$ cat src/rtl/id_ex_alu_stage.sv
// ID/EX pipeline register ahead of the 32-bit execute ALU: decodes ALUOp/funct
// into ALUControl, forms the A/B operands and registers control for EX/MEM.
module id_ex_alu_stage #(
    parameter int          DW       = 32,
    parameter logic [3:0]  NOP_CTRL = 4'b0010
) (
    input  logic          Clk,
    input  logic          Rst,
    input  logic          Stall,
    input  logic          Flush,
    input  logic          InValid,
    input  logic [2:0]    ALUOp,
    input  logic          ALUSrc,
    input  logic          ZeroExt,
    input  logic [15:0]   Imm16,
    input  logic [4:0]    RsIdx,
    input  logic [4:0]    RtIdx,
    input  logic [4:0]    RdIdx,
    input  logic [DW-1:0] RegData1,
    input  logic [DW-1:0] RegData2,
    input  logic          RegWrite,
    input  logic          MemRead,
    input  logic          MemWrite,
    input  logic          MemToReg,
    input  logic          Branch,
    input  logic          RegDst,
    output logic          OutValid,
    output logic [3:0]    ALUControl,
    output logic [DW-1:0] A,
    output logic [DW-1:0] B,
    output logic [DW-1:0] StoreData,
    output logic [4:0]    DestIdx,
    output logic [4:0]    RsIdxQ,
    output logic [4:0]    RtIdxQ,
    output logic          RegWriteQ,
    output logic          MemReadQ,
    output logic          MemWriteQ,
    output logic          MemToRegQ,
    output logic          BranchQ,
    output logic          IllegalOp
);

    typedef enum logic [2:0] {
        OP_ADD   = 3'b000,
        OP_SUB   = 3'b001,
        OP_RTYPE = 3'b010,
        OP_ANDI  = 3'b011,
        OP_ORI   = 3'b100,
        OP_SLTI  = 3'b101,
        OP_SPEC2 = 3'b110
    } aluop_e;

    logic [5:0]    w_funct;
    logic [DW-1:0] w_imm_ext;
    logic [3:0]    w_ctrl;
    logic          w_illegal;
    logic [DW-1:0] w_a;
    logic [DW-1:0] w_b;
    logic          w_bubble;

    logic          r_valid;
    logic [3:0]    r_ctrl;
    logic [DW-1:0] r_a;
    logic [DW-1:0] r_b;
    logic [DW-1:0] r_store;
    logic [4:0]    r_dest;
    logic [4:0]    r_rs;
    logic [4:0]    r_rt;
    logic          r_regwrite;
    logic          r_memread;
    logic          r_memwrite;
    logic          r_memtoreg;
    logic          r_branch;
    logic          r_illegal;

    assign w_funct   = Imm16[5:0];
    assign w_imm_ext = ZeroExt ? {{(DW-16){1'b0}}, Imm16} : {{(DW-16){Imm16[15]}}, Imm16};

    always_comb begin
        w_ctrl    = 4'b0010;
        w_illegal = 1'b0;
        w_a       = RegData1;
        w_b       = ALUSrc ? w_imm_ext : RegData2;
        case (ALUOp)
            OP_ADD:  w_ctrl = 4'b0010;
            OP_SUB:  w_ctrl = 4'b0110;
            OP_ANDI: w_ctrl = 4'b0000;
            OP_ORI:  w_ctrl = 4'b0001;
            OP_SLTI: w_ctrl = 4'b0111;
            OP_RTYPE: begin
                case (w_funct)
                    6'b100000: w_ctrl = 4'b0010;
                    6'b100010: w_ctrl = 4'b0110;
                    6'b100100: w_ctrl = 4'b0000;
                    6'b100101: w_ctrl = 4'b0001;
                    6'b100111: w_ctrl = 4'b0011;
                    6'b101010: w_ctrl = 4'b0111;
                    6'b101011: w_ctrl = 4'b1011;
                    6'b001000: w_ctrl = 4'b1000;
                    6'b000000: begin
                        // shamt rides in B[10:6]; the shifter picks it out itself
                        w_ctrl = 4'b1010;
                        w_a    = RegData2;
                        w_b    = {{(DW-16){1'b0}}, Imm16};
                    end
                    6'b000010: begin
                        if (RsIdx[0]) begin
                            w_ctrl = 4'b1101;
                            w_a    = RegData2;
                            w_b    = {{(DW-5){1'b0}}, Imm16[10:6]};
                        end else begin
                            w_illegal = 1'b1;
                        end
                    end
                    default: w_illegal = 1'b1;
                endcase
            end
            OP_SPEC2: begin
                case (w_funct)
                    6'b000010: w_ctrl = 4'b1001;
                    6'b100001: begin
                        w_ctrl = 4'b1100;
                        w_b    = DW'(1);
                    end
                    6'b100000: begin
                        w_ctrl = 4'b1100;
                        w_b    = '0;
                    end
                    default: w_illegal = 1'b1;
                endcase
            end
            default: w_illegal = 1'b1;
        endcase
    end

    // Rst > Flush > Stall > load; an invalid slot loads a bubble only when not stalled
    assign w_bubble = Rst || Flush || (!Stall && !InValid);

    always_ff @(posedge Clk) begin
        if (w_bubble) begin
            r_valid    <= 1'b0;
            r_ctrl     <= NOP_CTRL;
            r_a        <= '0;
            r_b        <= '0;
            r_store    <= '0;
            r_dest     <= '0;
            r_rs       <= '0;
            r_rt       <= '0;
            r_regwrite <= 1'b0;
            r_memread  <= 1'b0;
            r_memwrite <= 1'b0;
            r_memtoreg <= 1'b0;
            r_branch   <= 1'b0;
            r_illegal  <= 1'b0;
        end else if (!Stall) begin
            r_valid    <= 1'b1;
            r_ctrl     <= w_ctrl;
            r_a        <= w_a;
            r_b        <= w_b;
            r_store    <= RegData2;
            r_dest     <= RegDst ? RdIdx : RtIdx;
            r_rs       <= RsIdx;
            r_rt       <= RtIdx;
            r_regwrite <= RegWrite;
            r_memread  <= MemRead;
            r_memwrite <= MemWrite;
            r_memtoreg <= MemToReg;
            r_branch   <= Branch;
            r_illegal  <= w_illegal;
        end
    end

    assign OutValid   = r_valid;
    assign ALUControl = r_ctrl;
    assign A          = r_a;
    assign B          = r_b;
    assign StoreData  = r_store;
    assign DestIdx    = r_dest;
    assign RsIdxQ     = r_rs;
    assign RtIdxQ     = r_rt;
    assign RegWriteQ  = r_regwrite;
    assign MemReadQ   = r_memread;
    assign MemWriteQ  = r_memwrite;
    assign MemToRegQ  = r_memtoreg;
    assign BranchQ    = r_branch;
    assign IllegalOp  = r_illegal;

endmodule

$ cat config.mk
export PLATFORM = sky130hd
export DESIGN_NAME = id_ex_alu_stage
export DESIGN_NICKNAME = d
export VERILOG_FILES = /design/src/rtl/id_ex_alu_stage.sv
export SDC_FILE = /design/constraint.sdc
export NUM_CORES = 1
export LEC_CHECK = 0
export BUFFER_PORTS_ARGS = -buffer_cell sky130_fd_sc_hd__clkbuf_2
export CAP_MARGIN = 20
export CORE_UTILIZATION = 51
export DETAILED_ROUTE_END_ITERATION = 8
export PLACE_DENSITY = 0.92
export RECOVER_POWER = 100
export SLEW_MARGIN = 20
export SYNTH_ARGS = -nofsm -noshare
export SYNTH_HDL_FRONTEND = slang
export SYNTH_SLANG_ARGS = --single-unit
$ cat constraint.sdc
create_clock -name Clk -period 3.3 [get_ports Clk]
set_input_delay 0.495 -clock Clk [delete_from_list [all_inputs] [get_ports Clk]]
set_output_delay 0.495 -clock Clk [all_outputs]
set_load 0.02 [all_outputs]
# After elaboration in Yosys (flattened, before gate mapping)
# Cells that the tools add are included.
[classes]
n_addsub = 0
mul = 0
div = 0
order_cmp = 0
eq_ne = 16
shift = 0
n_mux = 18
bitwise = 0
n_reduce_logical = 11
[ops]
columns = ["operator", "count"]
rows = [
  ["one-hot mux 32 bit (2 select lines)", 4],
  ["two-way mux 32 bit", 5],
  ["equality test 6 bit (second input constant)", 8],
  ["one-hot mux 4 bit (9 select lines)", 1],
  ["one-hot mux 4 bit (6 select lines)", 1],
  ["equality test 3 bit (second input constant)", 3],
  ["OR reduction 9 bit", 1],
  ["one-hot mux 4 bit (2 select lines)", 1],
  ["equality test 3 x 2 -> 1 bit (second input constant)", 2],
  ["equality test 6 x 2 -> 1 bit (second input constant)", 1],
  ["equality test 6 x 4 -> 1 bit (second input constant)", 1],
  ["zero test 6 bit", 1],
  ["two-way mux 5 bit", 1],
  ["OR reduction 5 bit", 1],
  ["two-way mux 4 bit", 1],
  ["equality test 3 x 1 -> 1 bit (second input constant)", 1],
  ["zero test 3 bit", 1],
  ["one-hot mux 1 bit (3 select lines)", 1],
  ["OR reduction 3 bit", 1],
  ["zero test 1 bit", 2],
  ["logical OR 1 bit", 2],
  ["two-way mux 1 bit", 2],
  ["one-hot mux 1 bit (2 select lines)", 1],
  ["OR reduction 2 bit", 1],
  ["logical AND 1 bit", 1],
]
[word_totals]
register_bits = 122
latch_bits = 0
ramBits = 0
rom_bits = 0
out_inout_bits = 122
n_memories = 0

# Longest topological paths before layout
[depth]
word_depth = 5
depth_mapped = 8

# Worst setup path after synthesis
# No wires, ideal clock.
[synth_path]
path_kind = "input to register"
startpoint = "input Imm16[4]"
endpoint = "register r_ctrl[1] (netlist: ALUControl[1])"
setup_ps = 122
arrival_ps = 1873
t_required_ps = 3178
slack_ps = 1305
path_stages = 6
cell_sequence = "buf_4 -> or3_1 -> buf_4 -> a211o_1 -> o221a_1 -> a311o_1"
[synth_between]
elab_chain_len = 4
[synth_rtl]
columns = ["element", "line", "text"]
rows = [
  ["from (decl)", "15", "input logic [15:0] Imm16,"],
  ["equality test 6 bit", "119", "case (w_funct)"],
  ["OR reduction 2 bit (no line)", "--", ""],
  ["one-hot mux 4 bit (2 select lines)", "119", ""],
  ["one-hot mux 4 bit (6 select lines) *", "84", "case (ALUOp)"],
  ["to (signal assigned)", "157", "r_ctrl <= w_ctrl;"],
  ["to (decl)", "62", "logic [3:0] r_ctrl;"],
]
# Mark *: on every way between the ends. The rest lies on a longest branch, timed or not.
# A chain may end at the register's enable or synchronous reset.

# Worst setup path in the final report
[layout_path]
startpoint = "input ALUOp[1]"
endpoint = "register r_b[0] (netlist: B[0])"
[layout_between]
elab_chain_len = 2
[layout_rtl]
columns = ["element", "line", "text"]
rows = [
  ["from (decl)", "12", "input logic [2:0] ALUOp,"],
  ["equality test 3 bit or equality test 3 x 2 -> 1 bit (tied branches)", "84", ""],
  ["one-hot mux 32 bit (2 select lines) *", "84", ""],
  ["to (signal assigned)", "159", "r_b <= w_b;"],
  ["to (decl)", "64", "logic [DW-1:0] r_b;"],
]
# Marked as above.

==> results.json <==
{
  "grt_pass1_wl_um": 26000,
  "clk_latency_ps": 510,
  "synth_area_um2": 5380,
  "root_buffer": "clkbuf_8",
  "row_count": 37,
  "drive_above_1_share_pct": 19.5,
  "ir_drop_uv": 308,
  "finalSetupTns_ps": 0,
  "yosys_warnings": 0,
  "ioPinCount": 233,
  "cts_sinks": 122,
  "cp_max_fo": 12,
  "fp.dieW_um": 105,
  "syn_to_final_growth_pct": 31.0,
  "grt_pass1_vias": 5234,
  "crit_required_ps": 3740,
  "grt_overflow": 0,
  "cts_buffers": 17,
  "remaining_drc_errors": 0,
  "p_leak_nw": 3.03,
  "cp-end-kind": "flip-flop",
  "ys_seq_area_share_pct": 45.4,
  "antenna_found_initial": 0,
  "initial_core_util_pct": 52.3,
  "hold_viol_final": 0,
  "synthFlopType": "dfxtp_1",
  "final_antenna_net_count": 0,
  "dp_hpwl_um": 11500,
  "dp.cells": 950,
  "finalNetCount": 944,
  "vias": 5569,
  "cts.reportedPaths.clkPinSlew_ps": 60,
  "synth_nets": 741,
  "synth_edf_count": 0,
  "drv_slew": 35,
  "antenna_cells": 0,
  "post_cts_buffers": 0,
  "die_area_um2": 11000,
  "nFillCells": 908,
  "fin_skew_ps": 0,
  "reg2reg_slack_ps": 2300,
  "holdBufCountCts": 0,
  "post-place-ws_ps": 990,
  "finalInstanceArea_um2": 7050,
  "finalSetupViolCount": 0,
  "drtIter0Drc": 363,
  "fin_total_pwr_mw": 4.03,
  "slew-limit-headroom_pct": -3.21,
  "synth_cell_types": 49,
  "wl_um": 16700,
  "grt_max_degree": 64,
  "final_cells": 982,
  "clk_path_buf_depth": 2,
  "gp_congestion": 0.865,
  "worst_ep_arrival_time_ps": 2650,
  "post_drt_wl_per_cell_um": 17.0,
  "dr.pass1.iters": 6,
  "postPlaceCellArea_um2": 6570,
  "gr-usage-all-layers_pct": 30.0,
  "tightest_slew_ps": 1550,
  "start_kind": "input pin",
  "synth_top_area_share_pct": 45.4,
  "ys_seq_elements": 122,
  "synth.largest_area_cell": "dfxtp_1",
  "period_minus_slack_ps": 2210,
  "post_cts_resized": 0,
  "core_area_um2": 10300,
  "via_per_inst": 5.67,
  "io_buffers": 232,
  "fmax_ghz": 0.452,
  "synth_cells": 630,
  "cts_tree": "yes",
  "fin_ws_ps": 1090,
  "synth_area_leaders": "dfxtp_1 45%, mux2i_1 12%, nand2_1 6.3%",
  "synthArstFlopShare_pct": 0,
  "violations": "capacitance limit, slew limit",
  "critical_path_class": "in -> reg",
  "outcome": "finished with violations",
  "postSynthAreaPerCell_um2": 8.54,
  "rsz0062_at_grt": "no",
  "fin_crit_sh_pct": 67.0,
  "cts_htree_levels": 4,
  "hold_path_class": "in -> reg",
  "power_density_nw_per_um2": 572,
  "maxCapViolations": 1,
  "die_y_um": 105
}
-- per-layer routing --
layer  global-route usage [%]  up-vias  routed length, um
li1                         -     2637                  -
met1                     35.5     2602               6800
met2                     52.3      275               8230
met3                     5.12       55               1030
met4                     15.4        0                619
met5                        0        -                  0
-- path summary, 6_finish.rpt --
check                                   start             to  cells after the start
worst max-delay path                 ALUOp[1]           B[0]                      5
worst min-delay path                 RsIdx[1]      RsIdxQ[1]                      3
worst max register to register  ALUControl[1]  ALUControl[1]                      3
worst min register to register       OutValid       OutValid                      1
-- where the power goes --
group	internal (mW)	switching, mW	total, mW
Combinational	0.161	0.272	0.433
Clock	1.35	0.703	2.05
Sequential	1.52	0.0227	1.54
Total	3.03	0.998	4.03
-- logic make-up (layout without fill, tap and decap cells) --
kind of cell | after synthesis | in the layout | share of synthesized area, %
buffers and inverters | 62 | 278 | 4.91
muxes | 68 | 68 | 12.8
AOI/OAI and AO/OA | 151 | 151 | 17.7
and+or+nand+nor | 227 | 227 | 19.2
DFF | 122 | 122 | 45.4
-- per-stage QoR --
stage | hold slack [ps] | utilization, %
after floorplan | 525 | -
after global placement | 432 | 63.9
after detailed placement | 441 | 63.9
after CTS | 198 | 70.3
after global routing | 214 | 68.6
final | 206 | 68.6
-- registers in the layout (all words and copies together), names as in the netlist, 4 cells and up --
signal / count
ALUControl: 4
B: 32
A: 32
DestIdx: 5
RtIdxQ: 5
RsIdxQ: 5
StoreData: 32
-- worst max-delay path, cell delays in order --
cell      delay, ps
clkbuf_1        340
or3b_1          530
nor4_1          850
a221oi_1        210
a21oi_1         220
-- placed cells by master, fill, tap and decap left out, types with 3 or more instances in the layout --
cell type,count
bufinv_16,5
clkbuf_16,16
mux2_2,6
nand3_1,7
o21ai_0,56
clkbuf_8,3
or3_1,3
clkbuf_1,124
a21o_1,9
buf_4,10
nand2_1,90
nor2b_1,3
a31oi_1,38
mux2i_1,62
clkbuf_2,108
o221a_1,10
nand2b_1,6
inv_6,3
dfxtp_1,122
a21oi_1,18
a211oi_1,3
nand4_1,4
nor3_1,16
nor2_1,78
-- cells in the mapped netlist, types with 4 or more instances --
library cell and n:
a21o_1 9, a21oi_1 18, a31oi_1 38, buf_1 6, buf_2 16, clkbuf_1 34
dfxtp_1 122, mux2_2 6, mux2i_1 62, nand2_1 90, nand2b_1 6, nand3_1 7
nand4_1 4, nor2_1 78, nor3_1 17, o21ai_0 41, o21ai_1 17, o221a_1 10
-- area by class of cell --
type	count	area (um^2)	area share, %
inverter	3	11.3	0.160
clock inverter	13	214	3.04
clock buffer	19	442	6.27
tap	136	170	2.41
sequential	122	2440	34.7
timing repair buffer	243	1100	15.6
multi-input combinational	446	2670	37.8
Power figures use the tool's default switching activity.
